===== src/rtl/id_pkg.sv =====
// Shared decode types for the instruction-decode stage: opcodes, control bundle,
// stage FSM states and the opcode-to-control decode function.
package id_pkg;

    typedef enum logic [3:0] {
        OP_ADD, OP_SUB, OP_NAND, OP_XOR, OP_INC, OP_SRA, OP_SRL, OP_SLL,
        OP_LW, OP_SW, OP_LHB, OP_LLB, OP_B, OP_CALL, OP_RET, OP_HLT
    } opcd_t;

    typedef struct packed {
        logic [3:0] alu_op;
        logic       alu_src;
        logic       reg_write;
        logic       mem_read;
        logic       mem_write;
        logic       mem_to_reg;
        logic       branch;
        logic       call;
        logic       ret;
        logic       pc_to_mem;
        logic       sp_addr;
    } ctrl_t;

    typedef enum logic [1:0] {ST_RUN, ST_STALL, ST_HALT} state_t;

    // re0/re1 mark which read ports the opcode actually consumes (load-use hazard).
    typedef struct packed {
        ctrl_t ctrl;
        logic  re0;
        logic  re1;
    } dec_t;

    function automatic dec_t decode(input opcd_t op);
        dec_t d;
        d = '0;
        case (op)
            OP_ADD, OP_SUB, OP_NAND, OP_XOR: begin
                d.ctrl.alu_op = 4'(op); d.ctrl.reg_write = 1'b1;
                d.re0 = 1'b1; d.re1 = 1'b1;
            end
            OP_INC, OP_SRA, OP_SRL, OP_SLL: begin
                d.ctrl.alu_op = 4'(op); d.ctrl.alu_src = 1'b1;
                d.ctrl.reg_write = 1'b1; d.re0 = 1'b1;
            end
            OP_LW: begin
                d.ctrl.alu_src = 1'b1; d.ctrl.reg_write = 1'b1; d.ctrl.mem_read = 1'b1;
                d.ctrl.mem_to_reg = 1'b1; d.ctrl.sp_addr = 1'b1; d.re0 = 1'b1;
            end
            OP_SW: begin
                d.ctrl.alu_src = 1'b1; d.ctrl.mem_write = 1'b1; d.ctrl.sp_addr = 1'b1;
                d.re0 = 1'b1; d.re1 = 1'b1;
            end
            OP_LHB, OP_LLB: begin
                d.ctrl.alu_op = 4'(op); d.ctrl.alu_src = 1'b1;
                d.ctrl.reg_write = 1'b1; d.re0 = 1'b1;
            end
            OP_B:    d.ctrl.branch = 1'b1;
            OP_CALL: begin
                d.ctrl.call = 1'b1; d.ctrl.reg_write = 1'b1; d.ctrl.pc_to_mem = 1'b1;
            end
            OP_RET:  begin d.ctrl.ret = 1'b1; d.re0 = 1'b1; end
            default: d = '0;
        endcase
        return d;
    endfunction

endpackage


===== src/rtl/id_regfile.sv =====
// Two-read / one-write register file with write-to-read bypass and async clear.
module id_regfile #(
    parameter int DATA_W = 16,
    parameter int NREG   = 16,
    localparam int AW    = $clog2(NREG)
) (
    input  logic              clk,
    input  logic              rst,
    input  logic              we,
    input  logic [AW-1:0]     waddr,
    input  logic [DATA_W-1:0] wdata,
    input  logic [AW-1:0]     raddr0,
    input  logic [AW-1:0]     raddr1,
    output logic [DATA_W-1:0] rdata0,
    output logic [DATA_W-1:0] rdata1
);

    logic [NREG-1:0][DATA_W-1:0] regs;

    always_ff @(posedge clk or negedge rst) begin
        if (!rst)    regs <= '0;
        else if (we) regs[waddr] <= wdata;
    end

    assign rdata0 = (we && waddr == raddr0) ? wdata : regs[raddr0];
    assign rdata1 = (we && waddr == raddr1) ? wdata : regs[raddr1];

endmodule


===== src/rtl/id_stage_p.sv =====
// Instruction-decode pipeline stage: one-entry stage register, combinational
// decode, register read with bypass, load-use stall and sticky halt.
module id_stage_p import id_pkg::*; #(
    parameter int DATA_W = 16,
    parameter int NREG   = 16,
    parameter int SP_REG = 14,
    parameter int LR_REG = 15,
    localparam int REG_AW = $clog2(NREG)
) (
    input  logic              clk,
    input  logic              rst,
    input  logic              if_valid,
    input  logic [15:0]       if_instr,
    input  logic [DATA_W-1:0] if_pc_inc,
    output logic              if_ready,
    input  logic              flush,
    input  logic              ex_ready,
    input  logic              ex_memread,
    input  logic [REG_AW-1:0] ex_dst,
    input  logic              wb_we,
    input  logic [REG_AW-1:0] wb_addr,
    input  logic [DATA_W-1:0] wb_data,
    output logic              id_valid,
    output logic [DATA_W-1:0] id_pc_inc,
    output logic [DATA_W-1:0] r0data,
    output logic [DATA_W-1:0] r1data,
    output logic [DATA_W-1:0] imm,
    output logic [DATA_W-1:0] offset,
    output logic [REG_AW-1:0] rs,
    output logic [REG_AW-1:0] rt,
    output logic [REG_AW-1:0] rd,
    output logic [2:0]        bcond,
    output logic [REG_AW-1:0] id_dst,
    output ctrl_t             ctrl,
    output logic [DATA_W-1:0] pc_call,
    output logic              halted
);

    localparam logic [REG_AW-1:0] SP = REG_AW'(SP_REG);
    localparam logic [REG_AW-1:0] LR = REG_AW'(LR_REG);

    logic              valid;
    logic [15:0]       instr;
    logic [DATA_W-1:0] pc_inc;
    state_t            state, state_nx;
    opcd_t             op;
    dec_t              dec;
    logic [REG_AW-1:0] ra0, ra1;
    logic              live, hazard, load;

    assign op    = opcd_t'(instr[15:12]);
    assign dec   = decode(op);
    assign rd    = REG_AW'(instr[11:8]);
    assign rs    = REG_AW'(instr[7:4]);
    assign rt    = REG_AW'(instr[3:0]);
    assign bcond = instr[11:9];

    always_comb begin
        case (op)
            OP_LHB, OP_LLB:  ra0 = rd;
            OP_LW, OP_SW:    ra0 = SP;
            OP_CALL, OP_RET: ra0 = LR;
            default:         ra0 = rs;
        endcase
    end

    assign ra1    = (op inside {OP_SW, OP_LHB, OP_LLB}) ? rd : rt;
    assign id_dst = (op inside {OP_CALL, OP_RET}) ? LR : rd;

    // A halted stage never presents its register, so it can never stall either.
    assign live     = valid && (state != ST_HALT);
    assign hazard   = live && ex_memread &&
                      ((dec.re0 && ex_dst == ra0) || (dec.re1 && ex_dst == ra1));
    assign id_valid = live && !hazard;
    assign if_ready = (state == ST_RUN) && (!id_valid || ex_ready) && !hazard;
    assign load     = if_valid && if_ready;
    assign halted   = (state == ST_HALT);

    assign ctrl      = id_valid ? dec.ctrl : '0;
    assign imm       = (op inside {OP_INC, OP_SRA, OP_SRL, OP_SLL}) ?
                       DATA_W'($signed(instr[3:0])) : DATA_W'($signed(instr[7:0]));
    assign offset    = (op == OP_B) ? DATA_W'($signed(instr[8:0])) : DATA_W'($signed(instr[7:0]));
    assign id_pc_inc = pc_inc;
    assign pc_call   = {pc_inc[DATA_W-1:12], instr[11:0]};

    always_comb begin
        state_nx = state;
        case (state)
            ST_RUN: begin
                if (!flush) begin
                    if (hazard)                                  state_nx = ST_STALL;
                    else if (valid && op == OP_HLT && ex_ready)  state_nx = ST_HALT;
                end
            end
            ST_STALL: if (flush || !hazard) state_nx = ST_RUN;
            default:  state_nx = state;
        endcase
    end

    always_ff @(posedge clk or negedge rst) begin
        if (!rst) begin
            state  <= ST_RUN;
            valid  <= 1'b0;
            instr  <= '0;
            pc_inc <= '0;
        end else begin
            state <= state_nx;
            // The HLT is retired on halt entry; anything fetched alongside it is dropped.
            if (flush || state_nx == ST_HALT) valid <= 1'b0;
            else if (load) begin
                valid  <= 1'b1;
                instr  <= if_instr;
                pc_inc <= if_pc_inc;
            end else if (id_valid && ex_ready) valid <= 1'b0;
        end
    end

    id_regfile #(.DATA_W(DATA_W), .NREG(NREG)) u_rf (
        .clk    (clk),
        .rst    (rst),
        .we     (wb_we),
        .waddr  (wb_addr),
        .wdata  (wb_data),
        .raddr0 (ra0),
        .raddr1 (ra1),
        .rdata0 (r0data),
        .rdata1 (r1data)
    );

endmodule


===== config.mk =====
export PLATFORM = sky130hd
export DESIGN_NAME = id_stage_p
export DESIGN_NICKNAME = d
export VERILOG_FILES = /design/src/rtl/id_pkg.sv /design/src/rtl/id_regfile.sv /design/src/rtl/id_stage_p.sv
export SDC_FILE = /design/constraint.sdc
export NUM_CORES = 1
export LEC_CHECK = 0
export BUFFER_PORTS_ARGS = -buffer_cell sky130_fd_sc_hd__buf_2
export CAP_MARGIN = 20
export CORE_ASPECT_RATIO = 0.7
export CORE_MARGIN = 2
export CORE_UTILIZATION = 53
export CTS_CLUSTER_DIAMETER = 50
export DETAILED_ROUTE_END_ITERATION = 10
export PLACE_DENSITY = 0.74
export SETUP_SLACK_MARGIN = 0.1
export SLEW_MARGIN = 5
export SYNTH_ARGS = -nofsm -noshare
export SYNTH_HDL_FRONTEND = slang
export SYNTH_SLANG_ARGS = --single-unit

===== constraint.sdc =====
create_clock -name clk -period 8.4 [get_ports clk]
set_input_delay 1.68 -clock clk [delete_from_list [all_inputs] [get_ports clk]]
set_output_delay 1.68 -clock clk [all_outputs]
set_load 0.005 [all_outputs]

==> impl_metrics.yaml, run 1 <==
clocking:
  cts_htree_levels: 2
  cts_resized: 0
  clock_sinks: 291
  cts_buffers: 34
  clk_pin_slew_ns: 0.06
  cts_buffer_depth: 3
  post_cts_buffers: 0
  cts_root_buf: "clkbuf_16"
  clk_latency_ns: 0.52
  ctsHoldBuffers: 0
  cts_tree: "built"
placement:
  dpl_cell_area_mm2: 0.0176
  gp_congestion: 0.948
  portBuffers: 194
  hpwl_um: 31800
yosys:
  yosys-top-cells-area: "dfrtp_1 44%, mux2_2 11%, mux4_2 6.5%"
  ys_ff_latch: 291
  synth_nets: 1652
  ys_warn_count: 0
  synth_top_family_by_area: "multiplexers"
  synth_mux_area_share_pct: 26.2
  synth_top_area_share_pct: 43.6
  synthAdderAreaFrac_pct: 0.375
  synth_edf_count: 0
  syn-cell-area_mm2: 0.0167
  ys_async_sr_fraction_pct: 100
  syn_area_per_cell_um2: 10.5
  synth_compound_area_share_pct: 12.5
  synth_cells: 1584
  synth_ff_type: "dfrtp_1"
  seq_area_frac_synth_pct: 43.6
  ys_types: 53
  yosys.area_share.simple_pct: 10.0
  synthDominantAreaCellType: "dfrtp_1"
  synthXorXnorAreaFrac_pct: 0.787
flow_run:
  maxCapViolations: 0
detailed_routing:
  drtIter0Drc: 1714
  drt-total-wl_um: 51800
  drtPass1Iterations: 6
  routed.top_layer: "met5"
  drc: 0
  wl_met2_um: 22600
  wl_met1_um: 21500
  wl_met3_um: 5930
  via_per_inst: 6.47
  ant_nets: 0
  wl_per_cell_um: 24.6
  vias: 13603
worst_setup_path:
  worstSetupStartpoint: "instr[13]$_DFFE_PN0P_"
  critical_path.slowest_cell: "nand2_1"
  crit_type: "reg -> out"
  cp_max_fo: 49
  crit_chain: "xor2_1, nand2_1, o21ai_4, buf_4, nand2_1, a221oi_1, a31oi_1, a31oi_1, buf_2"
  startpoint_type: "flop"
  worstPathRequired_ns: 6.72
  r2r-start: "instr[14]$_DFFE_PN0P_"
  arrival_ns: 4.80
  endpoint_kind: "output port"
  critical_path.max_stage_delay_ns: 0.76
sta:
  setup_violations: 0
  tightest_slew_ns: 1.09
  fmax_mhz: 154
  hold_violations: 0
  fin_worst_skew_ns: 0.0109
  grt_setup_unrepaired: "false"
  timing.final.crit_share_pct: 77.2
  relSlewSlack_pct: 27.1
  drv_slew: 0
  tns_ns: 0
  min_period_ns: 6.48
grt:
  antenna_found_initial: 3
  grt_pass1_vias: 13196
  grt_first_pass_wirelength_um: 79400
  grt_start_max_net_pins: 169
  gr-total-overflow: 0
  globalRouteTotalUtil_pct: 31.1
run_status:
  status: "finished clean"
finish:
  layout-drive-gt1-share_pct: 32.7
  syn2layout_area_growth_pct: 12.6
  fin_area_mm2: 0.0188
  final_util_pct: 60.5
  nFillCells: 2549
  layout.nets: 1726
  multiInputGateArea_mm2: 0.00842
  regArea_mm2: 0.00728
hold_path:
  hp-class: "reg -> reg"
  hp-start: "u_rf.regs[15]$_DFFE_PN0P_"
die:
  io_pins: 195
  start_util_pct: 53.7
  die_w_um: 216
  die_area_mm2: 0.0330
  die_y_um: 153
  rows: 54
  core_area_mm2: 0.0311
pwr:
  vdd_drop_max_mv: 0.121
  power_per_cell_area_mw_per_mm2: 236
  leakagePower_nw: 9.02
final timing paths:
check,to,slack (ns),cells past startpoint
max in group asynchronous,u_rf.regs[245]$_DFFE_PN0P_,5.77,2
worst min register to register,u_rf.regs[15]$_DFFE_PN0P_,0.50,2
min in group asynchronous,id_pc_inc[8]$_DFFE_PN0P_,1.20,1
worst max-delay path,r0data[14],1.92,9
worst min-delay path,u_rf.regs[15]$_DFFE_PN0P_,0.50,2
worst max register to register,id_pc_inc[5]$_DFFE_PN0P_,3.73,10
placed cells by master (no fill, tap or decap), types with 3 or more instances in the layout:
cell type	synthesis	final
clkbuf_16	0	35
a21oi_1	61	61
clkbuf_1	101	3
mux2_2	164	164
inv_1	28	28
o21ai_0	106	105
a32oi_1	15	15
clkinv_2	0	6
buf_4	62	34
dfrtp_1	291	291
nand2b_1	14	14
a32o_1	16	16
nand3b_1	4	4
or3_1	3	3
mux2i_4	0	3
nor2_1	32	23
bufinv_16	0	5
clkbuf_8	0	5
ha_1	5	5
mux2i_1	99	97
and4_1	4	4
and2_1	4	3
mux2_4	29	29
mux4_2	48	48
nand2_1	261	260
nand3_1	9	8
nor2b_1	6	5
nor2_2	0	8
buf_2	12	193
xor2_1	4	4
xnor2_1	11	11
a211oi_1	45	45
nor3_1	6	6
a22oi_1	16	16
a31oi_1	49	49
and3_1	34	34
a2111oi_0	4	4
cells in the mapped netlist, drive strengths merged, types with 2 or more instances:
library cell	count
nor3	6
nor4b	2
xor2	4
and4	4
o21ai	107
dfrtp	291
a22oi	16
and2	4
buf	92
nand4	2
a32oi	15
clkbuf	101
mux2i	100
a41o	2
inv	28
nor2	32
nand2	261
a21oi	61
a221oi	2
and3	34
a31oi	49
mux4	48
mux2	193
ha	5
a211oi	45
nand2b	14
nor2b	6
xnor2	11
or3	3
nand3b	4
a2111oi	4
a32o	16
nand3	9
metal layers:
layer	up-vias	GRT usage, %
li1	5813	-
met1	6841	45.0
met2	793	45.3
met3	154	8.58
met4	2	10.8
met5	-	0
registers in the layout, summed over array words and instances, names as in the netlist:
name,count
instr,16
valid,1
u_rf.regs,256
state,2
id_pc_inc,16
critical path: cells and delay by family, from the launching register on:
kind | cells | cell delay, ns
DFF | 1 | 0.71
and+or+nand+nor | 2 | 1.16
AOI/OAI and AO/OA | 4 | 1.11
buffers and inverters | 2 | 0.78
xor gates and xnor gates | 1 | 0.52
kinds of logic after synthesis:
family          after synthesis
buf+inv                     221
xor+xnor                     15
flops                       291
fa+ha+maj                     5
simple gates                384
mux                         341
compound gates              327
report_power, final:
group          leakage (nW)  internal (W)  switching (W)  total (W)
clock                 0.580      0.000963       0.000612    0.00158
combinational          4.80      0.000477       0.000464   0.000940
sequential             3.64       0.00168       0.000231    0.00192
total                  9.02       0.00312        0.00131    0.00443
per-stage QoR:
stage          worst slack (ns)  instances  power [W]  hold WS (ns)
6_report                   1.92       2103    0.00443         0.504
5_1_grt                    1.82       2102    0.00462         0.510
4_1_cts                    2.10       2099    0.00442         0.504
3_5_place_dp               2.68       2040    0.00285         0.490
3_3_place_gp               2.85       2039    0.00281         0.475
2_1_floorplan              3.49       1584    0.00252         0.459
final cells by class:
type,count,area share (%)
Antenna cell,2,0.0266
Timing Repair Buffer,231,6.82
Sequential cell,291,38.7
Inverter,28,0.559
Clock buffer,43,5.08
Clock inverter,16,1.19
Tap cell,420,2.80
Multi-Input combinational cell,1072,44.8
Power figures use the tool's default switching activity.
==> inputs of run 2 (changes only) <==
- clock period: 8.4 -> 6.45 ns (I/O delays scaled with it)
==> run 2 against run 1 <==
  * Via count shrank 0.42%
  * Global-route usage grew 0.39 points
  * Flip-flop and latch count is the same
  * Core utilization grew 0.50 points
  * Clock power grew 37%
  * Power grew 33%
  * Critical path type unchanged
  * Combinational power grew 32%
  * Die area is the same
  * Clock skew shrank 0.0044 ns
==> impl_metrics.yaml, run 2 (same netlist as run 1, synthesis figures left out) <==
sta:
  drv_slew: 0
  tns_ns: 0
  timing.hold.ws_ns: 0.505
  hold_violations: 0
  setup_violations: 0
  fin_worst_skew_ns: 0.00653
  fmax_mhz: 171
  min_period_ns: 5.84
  tightest_slew_ns: 1.04
  grt_setup_unrepaired: "false"
  relSlewSlack_pct: 30.8
  timing.final.crit_share_pct: 90.5
die:
  rows: 54
  die_w_um: 216
  core_area_mm2: 0.0311
  die_area_mm2: 0.0330
  die_y_um: 153
  io_pins: 195
  start_util_pct: 53.7
grt:
  antenna_found_initial: 2
  grt_first_pass_wirelength_um: 80300
  grt_start_max_net_pins: 126
  globalRouteTotalUtil_pct: 31.5
  grt_pass1_vias: 13309
  gr-total-overflow: 0
clocking:
  clk_latency_ns: 0.51
  clk_pin_slew_ns: 0.06
  clock_sinks: 291
  cts_htree_levels: 2
  cts_buffer_depth: 3
  cts_resized: 0
  cts_root_buf: "clkbuf_16"
  cts_tree: "built"
  ctsHoldBuffers: 0
  cts_buffers: 35
  post_cts_buffers: 0
finish:
  mostFrequentLayoutCell: "dfrtp_1"
  fin_area_mm2: 0.0190
  layout.nets: 1730
  regMostFlops: "u_rf.regs"
  nFillCells: 2512
  syn2layout_area_growth_pct: 13.5
  layout-drive-gt1-share_pct: 33.1
  multiInputGateArea_mm2: 0.00842
  largest_reg_flops: 256
  regArea_mm2: 0.00728
  layout_common_cells: "291 x dfrtp_1, 260 x nand2_1, 193 x buf_2, 164 x mux2_2, 105 x o21ai_0"
worst_setup_path:
  arrival_ns: 4.55
  cp_max_fo: 49
  reg2reg_to: "id_pc_inc[7]$_DFFE_PN0P_"
  reg2regPathDepth: 10
  worstPathRequired_ns: 5.16
  r2r-start: "instr[14]$_DFFE_PN0P_"
  crit_type: "reg -> out"
  startpoint_type: "flop"
  r2r_setup_slack_ns: 1.86
  endpoint_kind: "output port"
hold_path:
  hp-class: "reg -> reg"
  hold_end: "id_pc_inc[7]$_DFFE_PN0P_"
  worstHoldPathCells: 1
  hp-start: "id_pc_inc[7]$_DFFE_PN0P_"
pwr:
  power_w: 0.00591
  power_per_cell_area_mw_per_mm2: 312
  leakagePower_nw: 9.09
  vdd_drop_max_mv: 0.174
detailed_routing:
  via_per_inst: 6.42
  drt-total-wl_um: 52200
  drtIter0Drc: 1900
  ant_nets: 0
  vias: 13546
  drc: 0
  wl_per_cell_um: 24.8
  drtPass1Iterations: 8
placement:
  gp_congestion: 0.908
  hpwl_um: 32800
  portBuffers: 194
  dpl_cell_area_mm2: 0.0177
run_status:
  status: "finished clean"
flow_run:
  maxCapViolations: 0
==> run 2: worst max path at each step <==
| stage | start | to | slack [ns] | cells after the start |
|---|---|---|---|---|
| after global placement | instr[14]$_DFFE_PN0P_ | ctrl[7] | 1.40 | 12 |
| after CTS | instr[14]$_DFFE_PN0P_ | ctrl[5] | 0.63 | 12 |
| after detailed placement | instr[14]$_DFFE_PN0P_ | ctrl[5] | 1.18 | 12 |
| after floorplan | wb_addr[1] | r1data[10] | 2.32 | 9 |
| after global routing | instr[14]$_DFFE_PN0P_ | ctrl[7] | 0.32 | 12 |
| final | instr[14]$_DFFE_PN0P_ | ctrl[5] | 0.61 | 12 |
==> run 2: metal layers <==
layer / part of all wire [%] / global-route usage, % / wire, um
met1: 40 / 43.5 / 21100
met4: 4.0 / 13.0 / 2100
met2: 44 / 46.6 / 23200
met5: 0 / 0 / 0
met3: 11 / 9.48 / 5830
==> run 2: per-stage QoR <==
stage	cells	worst slack, ns	utilization [%]
2_1_floorplan	1584	2.32	-
3_3_place_gp	2042	1.40	56.7
3_5_place_dp	2044	1.18	56.8
4_1_cts	2107	0.635	60.9
5_1_grt	2109	0.319	61.0
6_report	2110	0.613	61.0
==> run 2: critical path, stage by stage, from the launching register on <==
cell and delay, ns:
dfrtp_1 0.41, inv_1 0.12, ha_1 0.59, o21ai_4 0.26, mux2i_4 0.24, buf_4 0.80, xnor2_1 0.15, a2111oi_0 0.41
a22oi_1 0.20, nand3_1 0.27, inv_1 0.18, and4_1 0.24, buf_2 0.13
==> run 2: area by class of cell <==
type                    instances  area share [%]
clock buffers                  44            5.29
multi-input cells            1072            44.4
repair buffers                234            7.08
flip-flops and latches        291            38.4
clock inverters                19            1.45
diodes                          2          0.0264
well taps                     420            2.77
inverters                      28           0.554
==> run 2: power breakdown <==
group	switching [W]	internal, W
combinational	0.000615	0.000623
sequential	0.000309	0.00219
clock	0.000818	0.00135
==> inputs of run 3 (changes only) <==
- PLACE_DENSITY: 0.74 -> 0.76
- clock period: 6.45 -> 6.8 ns (I/O delays scaled with it)
==> run 3 against run 2 <==
  * Worst hold slack worse by 0.0038 ns
  * Register-to-register slack better by 0.46 ns
  * Worst setup slack better by 0.36 ns
  * Critical path depth down 1
  * Final area down 0.88%
  * Largest power group unchanged
  * Sequential share of layout area up 0.34 points
==> impl_metrics.yaml, run 3 (same netlist as run 1, synthesis figures left out) <==
run_status:
  status: "finished clean"
worst_setup_path:
  endpoint_kind: "output port"
  crit_chain: "inv_1, ha_1, o21ai_4, mux2i_4, xnor2_1, a2111oi_0, a22oi_1, nand3_1, inv_1, and3_1, buf_2"
  r2r_setup_slack_ns: 2.32
  worstSetupStartpoint: "instr[14]$_DFFE_PN0P_"
  cp_max_fo: 17
  worstPathRequired_ns: 5.44
  critical_path.max_stage_delay_ns: 0.78
  cp_top_family: "compound AO/OA/AOI/OAI gates"
  arrival_ns: 4.46
  r2r-start: "instr[14]$_DFFE_PN0P_"
  cp_common_cell: "inv_1"
  crit_type: "reg -> out"
  critical_path.slowest_cell: "mux2i_4"
  startpoint_type: "flop"
  critPathBufInv: 3
flow_run:
  maxCapViolations: 0
grt:
  antenna_found_initial: 1
  gr-total-overflow: 0
  grt_start_max_net_pins: 104
  globalRouteTotalUtil_pct: 31.5
  grt_first_pass_wirelength_um: 80600
  grt_pass1_vias: 13311
sta:
  setup_violations: 0
  drv_slew: 0
  fmax_mhz: 172
  tightest_slew_ns: 1.04
  grt_setup_unrepaired: "false"
  tns_ns: 0
  timing.final.crit_share_pct: 85.6
  hold_violations: 0
  min_period_ns: 5.82
  fin_worst_skew_ns: 0.0229
  relSlewSlack_pct: 30.4
die:
  die_w_um: 216
  die_area_mm2: 0.0330
  start_util_pct: 53.7
  rows: 54
  die_y_um: 153
  core_area_mm2: 0.0311
  io_pins: 195
hold_path:
  hp-start: "id_pc_inc[11]$_DFFE_PN0P_"
  hp-class: "reg -> reg"
pwr:
  leakagePower_nw: 9.01
  power_per_cell_area_mw_per_mm2: 287
  power_w: 0.00539
  vdd_drop_max_mv: 0.181
clocking:
  cts_htree_levels: 2
  clk_latency_ns: 0.51
  ctsHoldBuffers: 0
  cts_tree: "built"
  clk_pin_slew_ns: 0.06
  post_cts_buffers: 0
  cts_root_buf: "clkbuf_16"
  cts_buffer_depth: 3
  cts_resized: 0
  clock_sinks: 291
  cts_buffers: 34
detailed_routing:
  wl_met3_um: 6370
  wl_met1_um: 21000
  drc: 0
  wl_per_cell_um: 25.0
  drtIter0Drc: 1679
  via_per_inst: 6.53
  drt-total-wl_um: 52800
  wl_met2_um: 23200
  drtPass1Iterations: 5
  ant_nets: 0
  routed.top_layer: "met4"
  vias: 13765
placement:
  portBuffers: 194
  placed_cells: 2047
  dpl_cell_area_mm2: 0.0177
  gp_congestion: 0.967
  hpwl_um: 33200
finish:
  fin_cells: 2108
  final_util_pct: 60.4
  largest_reg_flops: 256
  syn2layout_area_growth_pct: 12.5
  layout_common_cells: "291 x dfrtp_1, 260 x nand2_1, 193 x buf_2, 164 x mux2_2, 105 x o21ai_0"
  regMostFlops: "u_rf.regs"
  fin_area_mm2: 0.0188
  mostFrequentLayoutCell: "dfrtp_1"
  layout.nets: 1731
  layout-drive-gt1-share_pct: 32.9
run 3: cell type report:
| type | instances | area (um2) |
|---|---|---|
| multi-input cells | 1072 | 8430 |
| well taps | 420 | 526 |
| fillers | 2501 | 12300 |
| clock buffers | 45 | 973 |
| flip-flops and latches | 291 | 7280 |
| clock inverters | 14 | 145 |
| inverters | 28 | 105 |
| repair buffers | 236 | 1320 |
| diodes | 2 | 5.00 |
run 3: metrics by stage:
step / hold slack [ns] / setup slack, ns
6_report: 0.502 / 0.977
5_1_grt: 0.526 / 0.674
4_1_cts: 0.505 / 1.10
3_5_place_dp: 0.490 / 1.67
3_3_place_gp: 0.479 / 1.82
2_1_floorplan: 0.459 / 2.53
run 3: power by group:
part	total [W]	internal [W]	switching, W
logic	0.00116	0.000590	0.000571
clock network	0.00184	0.00109	0.000751
registers	0.00239	0.00208	0.000312
total	0.00539	0.00376	0.00163
run 3: worst paths after layout:
| check | to | cells past startpoint |
|---|---|---|
| max reg2reg | id_pc_inc[7]$_DFFE_PN0P_ | 9 |
| min | id_pc_inc[11]$_DFFE_PN0P_ | 1 |
| min reg2reg | id_pc_inc[11]$_DFFE_PN0P_ | 1 |
| max | ctrl[0] | 11 |
| max in group asynchronous | u_rf.regs[123]$_DFFE_PN0P_ | 2 |
| min in group asynchronous | id_pc_inc[10]$_DFFE_PN0P_ | 1 |
run 3: per-layer routing:
layer	vias up	track usage [%]
li1	5812	-
met1	6828	44.1
met2	950	46.3
met3	175	8.50
met4	0	13.6
met5	-	0
